==> src/rtl/ctrl_pkg.sv <==
// Shared types and constants for the ID-stage main-control decoder.
package ctrl_pkg;

  // RV32I base opcodes (instr[6:0])
  typedef enum logic [6:0] {
    OPC_LOAD   = 7'b0000011,
    OPC_OPIMM  = 7'b0010011,
    OPC_AUIPC  = 7'b0010111,
    OPC_STORE  = 7'b0100011,
    OPC_OP     = 7'b0110011,
    OPC_LUI    = 7'b0110111,
    OPC_BRANCH = 7'b1100011,
    OPC_JALR   = 7'b1100111,
    OPC_JAL    = 7'b1101111,
    OPC_SYSTEM = 7'b1110011
  } opcode_e;

  // ALU operation class handed to the ALU-control stage
  localparam logic [1:0] ALU_OP_LOAD_STORE = 2'b00;
  localparam logic [1:0] ALU_OP_I_TYPE     = 2'b01;
  localparam logic [1:0] ALU_OP_B_TYPE     = 2'b10;
  localparam logic [1:0] ALU_OP_R_TYPE     = 2'b11;

  // SYSTEM funct3=000 immediates (instr[31:20])
  localparam logic [11:0] F12_ECALL  = 12'h000;
  localparam logic [11:0] F12_EBREAK = 12'h001;
  localparam logic [11:0] F12_WFI    = 12'h105;
  localparam logic [11:0] F12_MRET   = 12'h302;

  // Sequencer states
  typedef enum logic [1:0] {
    ST_RUN       = 2'd0,
    ST_WFI_SLEEP = 2'd1,
    ST_SYS_DRAIN = 2'd2
  } state_e;

  // Datapath control word carried into EX
  typedef struct packed {
    logic       reg_write;
    logic       mem_write;
    logic       mem_to_reg;
    logic       branch;
    logic       alu_src;
    logic       jump;
    logic       lui;
    logic       auipc;
    logic       jal;
    logic       r_type;
    logic [1:0] alu_op;
    logic       csr_write;
    logic       csr_data_sel;
    logic       csr_to_reg;
    logic       is_csr;
    logic       is_mret;
    logic       is_ecall;
    logic       is_ebreak;
    logic       illegal;
  } ctrl_t;

endpackage

==> src/rtl/ctrl_decode_comb.sv <==
// Purely combinational instruction -> control-word decoder, including illegal detection.
module ctrl_decode_comb
  import ctrl_pkg::*;
#(
  parameter bit EN_CSR = 1'b1
) (
  input  logic [31:0] instr,
  output ctrl_t       ctrl,
  output logic        is_wfi
);

  logic [6:0]  opcode;
  logic [4:0]  rd;
  logic [2:0]  funct3;
  logic [4:0]  rs1;
  logic [11:0] funct12;

  assign opcode  = instr[6:0];
  assign rd      = instr[11:7];
  assign funct3  = instr[14:12];
  assign rs1     = instr[19:15];
  assign funct12 = instr[31:20];

  // Decode opcode/funct fields; anything not recognised raises only the illegal flag
  always_comb begin
    ctrl   = '0;
    is_wfi = 1'b0;
    case (opcode)
      OPC_OP: begin
        ctrl.reg_write = 1'b1;
        ctrl.r_type    = 1'b1;
        ctrl.alu_op    = ALU_OP_R_TYPE;
      end
      OPC_OPIMM: begin
        ctrl.reg_write = 1'b1;
        ctrl.alu_src   = 1'b1;
        ctrl.alu_op    = ALU_OP_I_TYPE;
      end
      OPC_LOAD: begin
        ctrl.reg_write  = 1'b1;
        ctrl.mem_to_reg = 1'b1;
        ctrl.alu_src    = 1'b1;
        ctrl.alu_op     = ALU_OP_LOAD_STORE;
      end
      OPC_STORE: begin
        ctrl.mem_write = 1'b1;
        ctrl.alu_src   = 1'b1;
        ctrl.alu_op    = ALU_OP_LOAD_STORE;
      end
      OPC_BRANCH: begin
        ctrl.branch = 1'b1;
        ctrl.alu_op = ALU_OP_B_TYPE;
      end
      OPC_JAL: begin
        ctrl.reg_write = 1'b1;
        ctrl.alu_src   = 1'b1;
        ctrl.jump      = 1'b1;
        ctrl.jal       = 1'b1;
      end
      OPC_JALR: begin
        ctrl.reg_write = 1'b1;
        ctrl.alu_src   = 1'b1;
        ctrl.jump      = 1'b1;
      end
      OPC_LUI: begin
        ctrl.reg_write = 1'b1;
        ctrl.alu_src   = 1'b1;
        ctrl.lui       = 1'b1;
      end
      OPC_AUIPC: begin
        ctrl.reg_write = 1'b1;
        ctrl.alu_src   = 1'b1;
        ctrl.auipc     = 1'b1;
      end
      OPC_SYSTEM: begin
        if (funct3 == 3'b000) begin
          // Privileged ops require rs1 and rd to be zero
          if (rs1 == 5'd0 && rd == 5'd0) begin
            case (funct12)
              F12_MRET:   ctrl.is_mret   = 1'b1;
              F12_ECALL:  ctrl.is_ecall  = 1'b1;
              F12_EBREAK: ctrl.is_ebreak = 1'b1;
              F12_WFI:    is_wfi         = 1'b1;
              default:    ctrl.illegal   = 1'b1;
            endcase
          end else begin
            ctrl.illegal = 1'b1;
          end
        end else if (funct3 == 3'b100) begin
          ctrl.illegal = 1'b1;
        end else if (!EN_CSR) begin
          ctrl.illegal = 1'b1;
        end else begin
          ctrl.is_csr       = 1'b1;
          ctrl.reg_write    = 1'b1;
          ctrl.csr_to_reg   = 1'b1;
          ctrl.csr_data_sel = funct3[2];
          // Set/clear forms with a zero source are pure reads
          ctrl.csr_write    = !(funct3[1] && rs1 == 5'd0);
        end
      end
      default: ctrl.illegal = 1'b1;
    endcase
  end

endmodule

==> src/rtl/sys_decode_ctrl.sv <==
// ID/EX control register with WFI-sleep / SYSTEM-drain sequencer around the combinational decoder.
module sys_decode_ctrl
  import ctrl_pkg::*;
#(
  parameter bit EN_CSR       = 1'b1,
  parameter bit EN_WFI       = 1'b1,
  parameter int DRAIN_CYCLES = 2,
  parameter int NUM_IRQ      = 4
) (
  input  logic               clk,
  input  logic               reset_n,
  input  logic               id_valid_i,
  input  logic [31:0]        instr_i,
  input  logic               stall_i,
  input  logic               flush_i,
  input  logic [NUM_IRQ-1:0] irq_pending_i,
  output logic               id_stall_o,
  output logic               ex_valid_o,
  output logic               reg_write_o,
  output logic               mem_write_o,
  output logic               mem_to_reg_o,
  output logic               branch_o,
  output logic               alu_src_o,
  output logic               jump_o,
  output logic               lui_o,
  output logic               auipc_o,
  output logic               jal_o,
  output logic               r_type_o,
  output logic [1:0]         alu_op_o,
  output logic               csr_write_o,
  output logic               csr_data_sel_o,
  output logic               csr_to_reg_o,
  output logic               is_csr_o,
  output logic               is_mret_o,
  output logic               is_ecall_o,
  output logic               is_ebreak_o,
  output logic               illegal_o
);

  localparam int CNT_W = $clog2(DRAIN_CYCLES + 1);

  ctrl_t            dec_ctrl;
  logic             dec_wfi;
  ctrl_t            ctrl_reg, ctrl_next;
  logic             valid_reg, valid_next;
  state_e           state_reg, state_next;
  logic [CNT_W-1:0] cnt_reg, cnt_next;
  logic             wake_pend_reg, wake_pend_next;
  logic             irq_any;

  ctrl_decode_comb #(
    .EN_CSR (EN_CSR)
  ) u_decode (
    .instr  (instr_i),
    .ctrl   (dec_ctrl),
    .is_wfi (dec_wfi)
  );

  assign irq_any = |irq_pending_i;

  // State, counter and ID/EX control register
  always_ff @(posedge clk or negedge reset_n) begin
    if (!reset_n) begin
      state_reg     <= ST_RUN;
      cnt_reg       <= '0;
      ctrl_reg      <= '0;
      valid_reg     <= 1'b0;
      wake_pend_reg <= 1'b0;
    end else begin
      state_reg     <= state_next;
      cnt_reg       <= cnt_next;
      ctrl_reg      <= ctrl_next;
      valid_reg     <= valid_next;
      wake_pend_reg <= wake_pend_next;
    end
  end

  // Next-state logic: flush beats stall, stall freezes everything but remembers a wake request
  always_comb begin
    state_next     = state_reg;
    cnt_next       = cnt_reg;
    ctrl_next      = ctrl_reg;
    valid_next     = valid_reg;
    wake_pend_next = wake_pend_reg;
    if (flush_i) begin
      state_next     = ST_RUN;
      cnt_next       = '0;
      ctrl_next      = '0;
      valid_next     = 1'b0;
      wake_pend_next = 1'b0;
    end else if (stall_i) begin
      if (state_reg == ST_WFI_SLEEP && irq_any) begin
        wake_pend_next = 1'b1;
      end
    end else begin
      ctrl_next  = '0;
      valid_next = 1'b0;
      case (state_reg)
        ST_RUN: begin
          if (id_valid_i) begin
            ctrl_next  = dec_ctrl;
            valid_next = 1'b1;
            if (dec_ctrl.is_mret || dec_ctrl.is_ecall || dec_ctrl.is_ebreak) begin
              state_next = ST_SYS_DRAIN;
              cnt_next   = CNT_W'(DRAIN_CYCLES);
            end else if (dec_wfi && EN_WFI && !irq_any) begin
              state_next = ST_WFI_SLEEP;
            end
          end
        end
        ST_SYS_DRAIN: begin
          if (cnt_reg <= CNT_W'(1)) begin
            state_next = ST_RUN;
            cnt_next   = '0;
          end else begin
            cnt_next = cnt_reg - CNT_W'(1);
          end
        end
        ST_WFI_SLEEP: begin
          if (irq_any || wake_pend_reg) begin
            state_next     = ST_RUN;
            wake_pend_next = 1'b0;
          end
        end
        default: begin
          state_next = ST_RUN;
          cnt_next   = '0;
        end
      endcase
    end
  end

  assign id_stall_o     = (state_reg != ST_RUN);
  assign ex_valid_o     = valid_reg;
  assign reg_write_o    = ctrl_reg.reg_write;
  assign mem_write_o    = ctrl_reg.mem_write;
  assign mem_to_reg_o   = ctrl_reg.mem_to_reg;
  assign branch_o       = ctrl_reg.branch;
  assign alu_src_o      = ctrl_reg.alu_src;
  assign jump_o         = ctrl_reg.jump;
  assign lui_o          = ctrl_reg.lui;
  assign auipc_o        = ctrl_reg.auipc;
  assign jal_o          = ctrl_reg.jal;
  assign r_type_o       = ctrl_reg.r_type;
  assign alu_op_o       = ctrl_reg.alu_op;
  assign csr_write_o    = ctrl_reg.csr_write;
  assign csr_data_sel_o = ctrl_reg.csr_data_sel;
  assign csr_to_reg_o   = ctrl_reg.csr_to_reg;
  assign is_csr_o       = ctrl_reg.is_csr;
  assign is_mret_o      = ctrl_reg.is_mret;
  assign is_ecall_o     = ctrl_reg.is_ecall;
  assign is_ebreak_o    = ctrl_reg.is_ebreak;
  assign illegal_o      = ctrl_reg.illegal;

endmodule

==> config.mk <==
export PLATFORM = sky130hd
export DESIGN_NAME = sys_decode_ctrl
export DESIGN_NICKNAME = d
export VERILOG_FILES = /design/src/rtl/ctrl_pkg.sv /design/src/rtl/ctrl_decode_comb.sv /design/src/rtl/sys_decode_ctrl.sv
export SDC_FILE = /design/constraint.sdc
export NUM_CORES = 1
export LEC_CHECK = 0
export BUFFER_PORTS_ARGS = -buffer_cell sky130_fd_sc_hd__buf_2
export CAP_MARGIN = 20
export CORE_UTILIZATION = 49
export CTS_CLUSTER_DIAMETER = 120
export DETAILED_ROUTE_END_ITERATION = 16
export PLACE_DENSITY = 0.84
export SYNTH_ARGS = -nofsm -noshare
export SYNTH_HDL_FRONTEND = slang
export SYNTH_SLANG_ARGS = --single-unit
==> constraint.sdc <==
create_clock -name clk -period 2.6 [get_ports clk]
set_clock_uncertainty 0.15 [all_clocks]
set_input_delay 0.13 -clock clk [delete_from_list [all_inputs] [get_ports clk]]
set_output_delay 0.13 -clock clk [all_outputs]
set_load 0.1 [all_outputs]
==> results.cfg, run 1 <==
[floorplan]
core_area_mm2 = 0.00252
fp.dieW_um = 54.2
die_h_um = 54.2
ios = 63
start_util_pct = 53.0
placementRows = 18
dieArea_mm2 = 0.00294

[cts]
cts_setup_buffers = 0
path_clk_slew_ps = 140
cts_resized = 0
clockRootBuffer = clkbuf_4
cts_buffers = 3
cts_sinks = 25
clk_path_buf_depth = 2
htree_num_levels = 1
clk_latency_ps = 300
cts_tree = yes

[synth]
synth_cells = 143
synth_cell_types = 40
synth_warnings = 0
async_flop_share_pct = 100
synth_seq_area_share_pct = 46.8
ys_top_cells_by_area = dfrtp_1 (47%), nand2_1 (4.8%), a22o_1 (3.9%)
synth_area_mm2 = 0.00134
synth_top_cell_by_area = dfrtp_1
ys_dominant_reg_cell = dfrtp_1
synth_edf_count = 0
yosysTopAreaCellShare_pct = 46.8
syn_area_per_cell_um2 = 9.34
ys_seq_elements = 25
synth_nets = 184

[final_layout]
antenna_cells = 0
final.fill_count = 218
drive_gt1_share_pct = 34.1
instances_no_fill = 244
nNetsFinal = 256
final_cell_area_mm2 = 0.00179
area_delta_synth_final_pct = 34.0

[grt]
grt_pass1_vias = 1143
grt_usage_pct = 24.2
grt_overflow = 0
grt_antenna_before_repair = 0
grt_pass1_wl_mm = 5.09
grt_max_degree = 26

[worst_setup_path]
worstPathMaxFanout = 11
path_cells = nor3_2 -> and3b_1 -> nand2_1 -> o41ai_1 -> dlygate4sd3_1
arrival_ps = 2510
worst_path_largest_cell_delay_ps = 580
end_kind = register
crit_type = reg -> reg
slowest_stage = dlygate4sd3_1
startpoint_type = register
worstPathRequired_ps = 2700

[placed_design]
dp_slack_ps = 586
gp_congestion = 0.869
placed_cells = 229
io_buffers = 62
dp_hpwl_mm = 2.61
placed_area_mm2 = 0.00165

[routing]
wl_mm = 3.40
ant_nets = 0
wl_per_cell_um = 13.9
viasPerCell = 5.53
drt-pass1-iter-count = 4
drt_first_iter_violations = 38
drc_errors = 0
dr_total_vias = 1350

[worst_hold_path]
min_path_type = in -> reg

[pwr]
p_per_area_mw_per_mm2 = 390
power_leakage_nw = 0.947
irDropWorstVdd_uv = 286

[sta]
tightestPinTransition_ps = 539
slew_viol_final = 0
finalSetupViolCount = 0
finalHoldViolCount = 0
finalWorstPathRequiredPeriod_ps = 2410
timing.final.ws_setup_ps = 186
max-slew-margin-rel_pct = 64.1
rsz0062_at_grt = false
finalCritPeriodShare_pct = 92.8
setup_tns_ps = 0
max_freq_mhz = 414

[run]
drv_cap = 0

[status]
status = complete, no violations
[worst paths after layout]
check,startpoint,endpoint,slack (ps),cells after the start
min reg2reg,reg_write_o$_DFFE_PN0N_,reg_write_o$_DFFE_PN0N_,340,1
min in group asynchronous,reset_n,branch_o$_DFFE_PN0N_,160,2
min,instr_i[28],is_ecall_o$_DFFE_PN0N_,30,4
max,state_reg[1]$_DFFE_PN0P_,mem_to_reg_o$_DFFE_PN0N_,190,5
max reg2reg,state_reg[1]$_DFFE_PN0P_,mem_to_reg_o$_DFFE_PN0N_,190,5
max in group asynchronous,reset_n,state_reg[1]$_DFFE_PN0P_,1760,2
[metrics by stage]
stage,hold slack [ps],total power (W),utilization [%]
global placement,-13.3,0.000524,65.6
detailed placement,-0.788,0.000526,65.6
global route,41.9,0.000733,71.0
CTS,15.9,0.000705,71.0
floorplan,-316,0.000472,-
finish,26.9,0.000699,71.0
[layout by cell type, fill, tap and decap left out, types with 2 or more instances in the layout]
master         synthesis  final
nand4_1                5      5
dlygate4sd3_1          0     11
clkbuf_4               0      3
nand2_1               17     17
o21ai_1                4      4
nor3_1                10     10
buf_2                  3     62
inv_1                  4      4
and3_1                 2      2
dfrtp_1               25     25
nor2_1                10     10
nand3_1                6      6
nor3_2                 2      2
a22o_1                 6      6
a21oi_1                6      6
inv_2                  2      2
and2_1                 2      2
a21o_1                 4      4
nor4_1                 3      3
a32o_1                 5      5
nor2b_1                4      4
[cell type report]
cell class	instances	area [um^2]	area share [%]
tap	30	37.5	2.10
sequential	25	626	34.9
timing repair buffer	74	428	23.9
multi-input combinational	105	651	36.3
clock buffer	4	26.3	1.47
inverter	6	22.5	1.26
[critical path, delay by kind of cell (launching register included)]
| family | cells | cell delay [ps] |
|---|---|---|
| simple gates | 3 | 920 |
| compound gates | 1 | 250 |
| flops | 1 | 450 |
| buf+inv | 1 | 580 |
[kinds of logic after synthesis]
logic type | share of synthesized area, %
AOI/OAI and AO/OA | 18.9
buffers and inverters | 4.49
muxes | 0.749
DFF | 46.8
and+or+nand+nor | 28.4
xor gates and xnor gates | 0.656
[synthesized netlist by cell type (all sizes together) (5+ instances only)]
cell   count
dfrtp     25
nand2     17
nor3      12
nor2      10
a21oi      6
a22o       6
inv        6
nand3      6
a32o       5
buf        5
nand4      5
o21ai      5
[power by group]
group          switching, W  internal, W  total [W]
Combinational     0.0000764    0.0000515   0.000128
Clock              0.000111    0.0000598   0.000171
Sequential       0.00000528     0.000395   0.000401
Total              0.000192     0.000507   0.000699
[layer usage]
layer	vias up	part of all wire [%]	track usage (%)	wire length [um]
li1	673	-	-	-
met1	614	43	31.5	1480
met2	57	49	39.4	1680
met5	-	0	0	0
met3	6	5.9	3.89	200
met4	0	1.2	10.3	42
[what timing repair did]
item,in CTS,in global routing
endpoints found under the setup margin,0,0
hold endpoints to repair,32,0
hold buffers,11,0
No activity file was read; power rests on OpenSTA's default activity.
==> inputs of run 2 (changes only) <==
==> constraint.sdc (replaced) <==
create_clock -name clk -period 2.6 [get_ports clk]
set_clock_uncertainty 0.15 [all_clocks]
set_input_delay 0.52 -clock clk [delete_from_list [all_inputs] [get_ports clk]]
set_output_delay 0.52 -clock clk [all_outputs]
set_load 0.1 [all_outputs]
==> results.cfg, run 2 (synthesis results as in run 1) <==
[status]
status = complete, no violations

[sta]
finalSetupViolCount = 0
whs_ps = 16.9
rsz0062_at_grt = false
tightestPinTransition_ps = 547
finalWorstPathRequiredPeriod_ps = 2050
max-slew-margin-rel_pct = 63.5
setup_tns_ps = 0
max_freq_mhz = 487
finalCritPeriodShare_pct = 78.9
finalHoldViolCount = 0
slew_viol_final = 0

[cts]
clk_latency_ps = 310
path_clk_slew_ps = 140
clk_path_buf_depth = 2
cts_sinks = 25
htree_num_levels = 1
cts_buffers = 3
cts_setup_buffers = 0
holdBufCountCts = 0
cts_resized = 0
clockRootBuffer = clkbuf_4
cts_tree = yes

[floorplan]
dieArea_mm2 = 0.00294
fp.dieW_um = 54.2
core_area_mm2 = 0.00252
start_util_pct = 53.0
die_h_um = 54.2
placementRows = 18
ios = 63

[worst_setup_path]
slowest_stage = dfrtp_1
reg2reg_to = csr_write_o$_DFFE_PN0N_
worstPathMaxFanout = 6
r2r_start = state_reg[1]$_DFFE_PN0P_
path_cells = inv_1 -> nand2_1 -> buf_2
startpoint_type = register
worst-path-buf-inv = 2
crit_type = reg -> out
r2r_slack_ps = 810
r2r_cells = 5
worst_path_largest_cell_delay_ps = 440
arrival_ps = 1380
worstPathRequired_ps = 1930
path_delay_family = buffers and inverters
end_kind = output pin

[final_layout]
antenna_cells = 0
instances_no_fill = 236
nNetsFinal = 248
final.fill_count = 235
multiInputGateArea_um2 = 651
register_area_um2 = 626
layout_common_cells = buf_2 (62), dfrtp_1 (25), nand2_1 (17), nor2_1 (10), nor3_1 (10)
layout_commonest_cell = buf_2
post-route-util_pct = 67.6
drive_gt1_share_pct = 37.4
area_delta_synth_final_pct = 27.5

[grt]
grt_usage_pct = 24.3
grt_max_degree = 26
grt_use_met2_pct = 41.9
grt_pass1_vias = 1187
grt_overflow = 0
grt_pass1_wl_mm = 5.20
grt_antenna_before_repair = 0
grt-busiest-layer = met2
gr-usage-met3_pct = 2.78
use_met1_pct = 32.0

[routing]
wl_per_cell_um = 14.2
wl_mm = 3.34
drt_first_iter_violations = 29
drc_errors = 0
drt-pass1-iter-count = 4
ant_nets = 0
viasPerCell = 5.83
dr_total_vias = 1376

[pwr]
p_per_area_mw_per_mm2 = 409
power_leakage_nw = 0.917
irDropWorstVdd_uv = 311

[placed_design]
dp_hpwl_mm = 2.67
io_buffers = 62
gp_congestion = 0.806
placed_cells = 232

[run]
drv_cap = 0

[worst_hold_path]
min_path_type = in -> async
[run 2: changes by cell type in the layout (fill, tap and decap cells not counted), sizes merged]
cell	before	now
buf	63	66
dlygate4sd3	11	0
clkbuf	4	3
clkinv	0	1
[run 2: how the worst max path moves through the flow]
stage	start	end	slack, ps	cells after the start
floorplan	csr_to_reg_o$_DFFE_PN0N_	is_csr_o	590	1
detailed placement	instr_i[2]	is_ecall_o$_DFFE_PN0N_	550	6
finish	state_reg[0]$_DFFE_PN0P_	id_stall_o	550	3
global placement	instr_i[2]	is_ebreak_o$_DFFE_PN0N_	590	6
global route	state_reg[0]$_DFFE_PN0P_	id_stall_o	480	3
CTS	state_reg[0]$_DFFE_PN0P_	id_stall_o	550	3
[run 2: power breakdown]
part	internal (W)	total, W	switching, W
sequential	0.000395	0.000401	0.00000594
combinational	0.0000451	0.000122	0.0000771
clock	0.0000574	0.000174	0.000117
total	0.000498	0.000698	0.000200
[run 2: final cells by class]
class	instances	area share (%)
timing repair buffer	66	20.0
sequential	25	36.7
tap	30	2.20
clock inverter	1	0.294
inverter	6	1.32
multi-input combinational	105	38.2
clock buffer	3	1.32
[run 2: per-stage QoR]
step / area (um^2) / worst slack (ps) / total power (W)
6_report: 1700 / 548 / 0.000698
2_1_floorplan: 1340 / 590 / 0.000472
3_5_place_dp: 1680 / 546 / 0.000531
3_3_place_gp: 1680 / 592 / 0.000526
5_1_grt: 1700 / 480 / 0.000733
4_1_cts: 1700 / 545 / 0.000703
[run 2: worst register-to-register path, cell delays in order (launching register included)]
cell and delay [ps]:
dfrtp_1 470, nor3_2 300, and3b_1 240, nand2_1 120, nor3_2 280, a22o_1 190
[run 2: per-layer routing]
layer,routed length [um],share of wire [%]
met1,1360,41
met2,1780,53
met3,182,5.4
met4,14,0.42
met5,0,0
==> inputs of run 3 (changes only) <==
--- a/config.mk
+++ b/config.mk
@@ -7,10 +7,10 @@
 export LEC_CHECK = 0
 export BUFFER_PORTS_ARGS = -buffer_cell sky130_fd_sc_hd__buf_2
 export CAP_MARGIN = 20
-export CORE_UTILIZATION = 49
+export CORE_UTILIZATION = 46
 export CTS_CLUSTER_DIAMETER = 120
 export DETAILED_ROUTE_END_ITERATION = 16
-export PLACE_DENSITY = 0.84
+export PLACE_DENSITY = 0.79
 export SYNTH_ARGS = -nofsm -noshare
 export SYNTH_HDL_FRONTEND = slang
 export SYNTH_SLANG_ARGS = --single-unit
==> constraint.sdc (replaced) <==
create_clock -name clk -period 2 [get_ports clk]
set_clock_uncertainty 0.15 [all_clocks]
set_input_delay 0.4 -clock clk [delete_from_list [all_inputs] [get_ports clk]]
set_output_delay 0.4 -clock clk [all_outputs]
set_load 0.1 [all_outputs]
==> results.cfg, run 3 (synthesis results as in run 1) <==
[floorplan]
fp.dieW_um = 55.9
start_util_pct = 48.5
core_area_mm2 = 0.00276
dieArea_mm2 = 0.00312
ios = 63
die_h_um = 55.9
placementRows = 19

[sta]
finalSetupViolCount = 0
finalWorstPathRequiredPeriod_ps = 1890
slew_viol_final = 0
tightestPinTransition_ps = 565
finalCritPeriodShare_pct = 94.3
setup_tns_ps = 0
max-slew-margin-rel_pct = 62.3
finalHoldViolCount = 0
max_freq_mhz = 530
rsz0062_at_grt = false

[cts]
clk_path_buf_depth = 2
clk_latency_ps = 320
cts_buffers = 3
path_clk_slew_ps = 140
htree_num_levels = 1
cts_tree = yes
cts_sinks = 25
clockRootBuffer = clkbuf_4
cts_setup_buffers = 0

[final_layout]
layout_common_cells = buf_2 (61), dfrtp_1 (25), nand2_1 (17), nor2_1 (10), nor3_1 (10)
nNetsFinal = 248
final_cell_area_mm2 = 0.00171
drive_gt1_share_pct = 36.4
instances_no_fill = 237
area_delta_synth_final_pct = 27.9
antenna_cells = 0
layout_commonest_cell = buf_2

[grt]
grt_antenna_before_repair = 0
grt_max_degree = 26
grt_overflow = 0
grt_pass1_wl_mm = 5.55
grt_usage_pct = 22.4
grt_pass1_vias = 1312

[routing]
drt-pass1-iter-count = 4
ant_nets = 0
drt_first_iter_violations = 38
dr_total_vias = 1354
wl_per_cell_um = 14.1
drc_errors = 0
viasPerCell = 5.71
wl_mm = 3.35

[placed_design]
dp_hpwl_mm = 2.62
placed_area_mm2 = 0.00167
gp_congestion = 0.890
placed_cells = 232
io_buffers = 62

[worst_setup_path]
arrival_ps = 1340
worstPathRequired_ps = 1450
end_kind = output pin
startpoint_type = register
worstPathMaxFanout = 6
crit_type = reg -> out

[status]
status = complete, no violations

[pwr]
power_leakage_nw = 0.913
irDropWorstVdd_uv = 428
p_per_area_mw_per_mm2 = 534

[worst_hold_path]
min_path_type = in -> reg

[run]
drv_cap = 0
run 3: cell types whose count changed in the layout (fill, tap and decap cells not counted), sizes merged:
cell,delta
clkbuf,+2
buf,-2
clkinv,-1
dlygate4sd3,+1
run 3: what timing repair did:
action                     4_1_cts  5_1_grt
setup endpoints to repair        0        1
hold buffers                     1        0
hold endpoints to repair        25        0
gates resized for setup          0        1
run 3: worst max-delay path: stages (launching register included):
cell and delay [ps]:
dfrtp_1 470, inv_1 140, nand2_1 90, clkbuf_4 320
run 3: report_power, final:
| group | internal, W | switching [W] |
|---|---|---|
| Sequential | 0.000514 | 0.00000773 |
| Combinational | 0.0000587 | 0.000101 |
| Clock | 0.0000780 | 0.000154 |
| Total | 0.000651 | 0.000263 |
run 3: area by class of cell:
type	count	area [um^2]
inverters	6	22.5
well taps	31	38.8
flip-flops and latches	25	626
repair buffers	66	345
multi-input cells	105	651
clock buffers	4	26.3
fillers	244	1050
run 3: routing by layer:
layer	wire, um	vias to the layer above	share of wire, %	track usage [%]
li1	-	657	-	-
met1	1430	637	43	29.7
met2	1660	52	49	35.6
met3	199	8	5.9	3.72
met4	61	0	1.8	11.5
met5	0	-	0	0
run 3: path summary, 6_finish.rpt:
check                                              start                 endpoint  slack (ps)  cells past startpoint
min in group asynchronous                        reset_n   ex_valid_o$_DFFE_PN0N_         430                      2
max in group asynchronous                        reset_n   cnt_reg[1]$_DFFE_PN0P_         890                      2
worst max register to register  state_reg[1]$_DFFE_PN0P_  csr_write_o$_DFFE_PN0N_         200                      5
worst min-delay path                         instr_i[20]   is_ecall_o$_DFFE_PN0N_         130                      2
worst max-delay path            state_reg[0]$_DFFE_PN0P_               id_stall_o         110                      3
worst min register to register   reg_write_o$_DFFE_PN0N_  reg_write_o$_DFFE_PN0N_         340                      1
run 3: per-stage QoR:
step                setup WS [ps]  utilization, %  hold slack [ps]  total power [W]
CTS                          28.5            61.9              130         0.000915
finish                        114            62.0              134         0.000913
detailed placement            111            60.6              278         0.000689
global placement              153            60.6              270         0.000683
floorplan                     110               -            -45.6         0.000613
global route                 32.5            62.0              127         0.000954
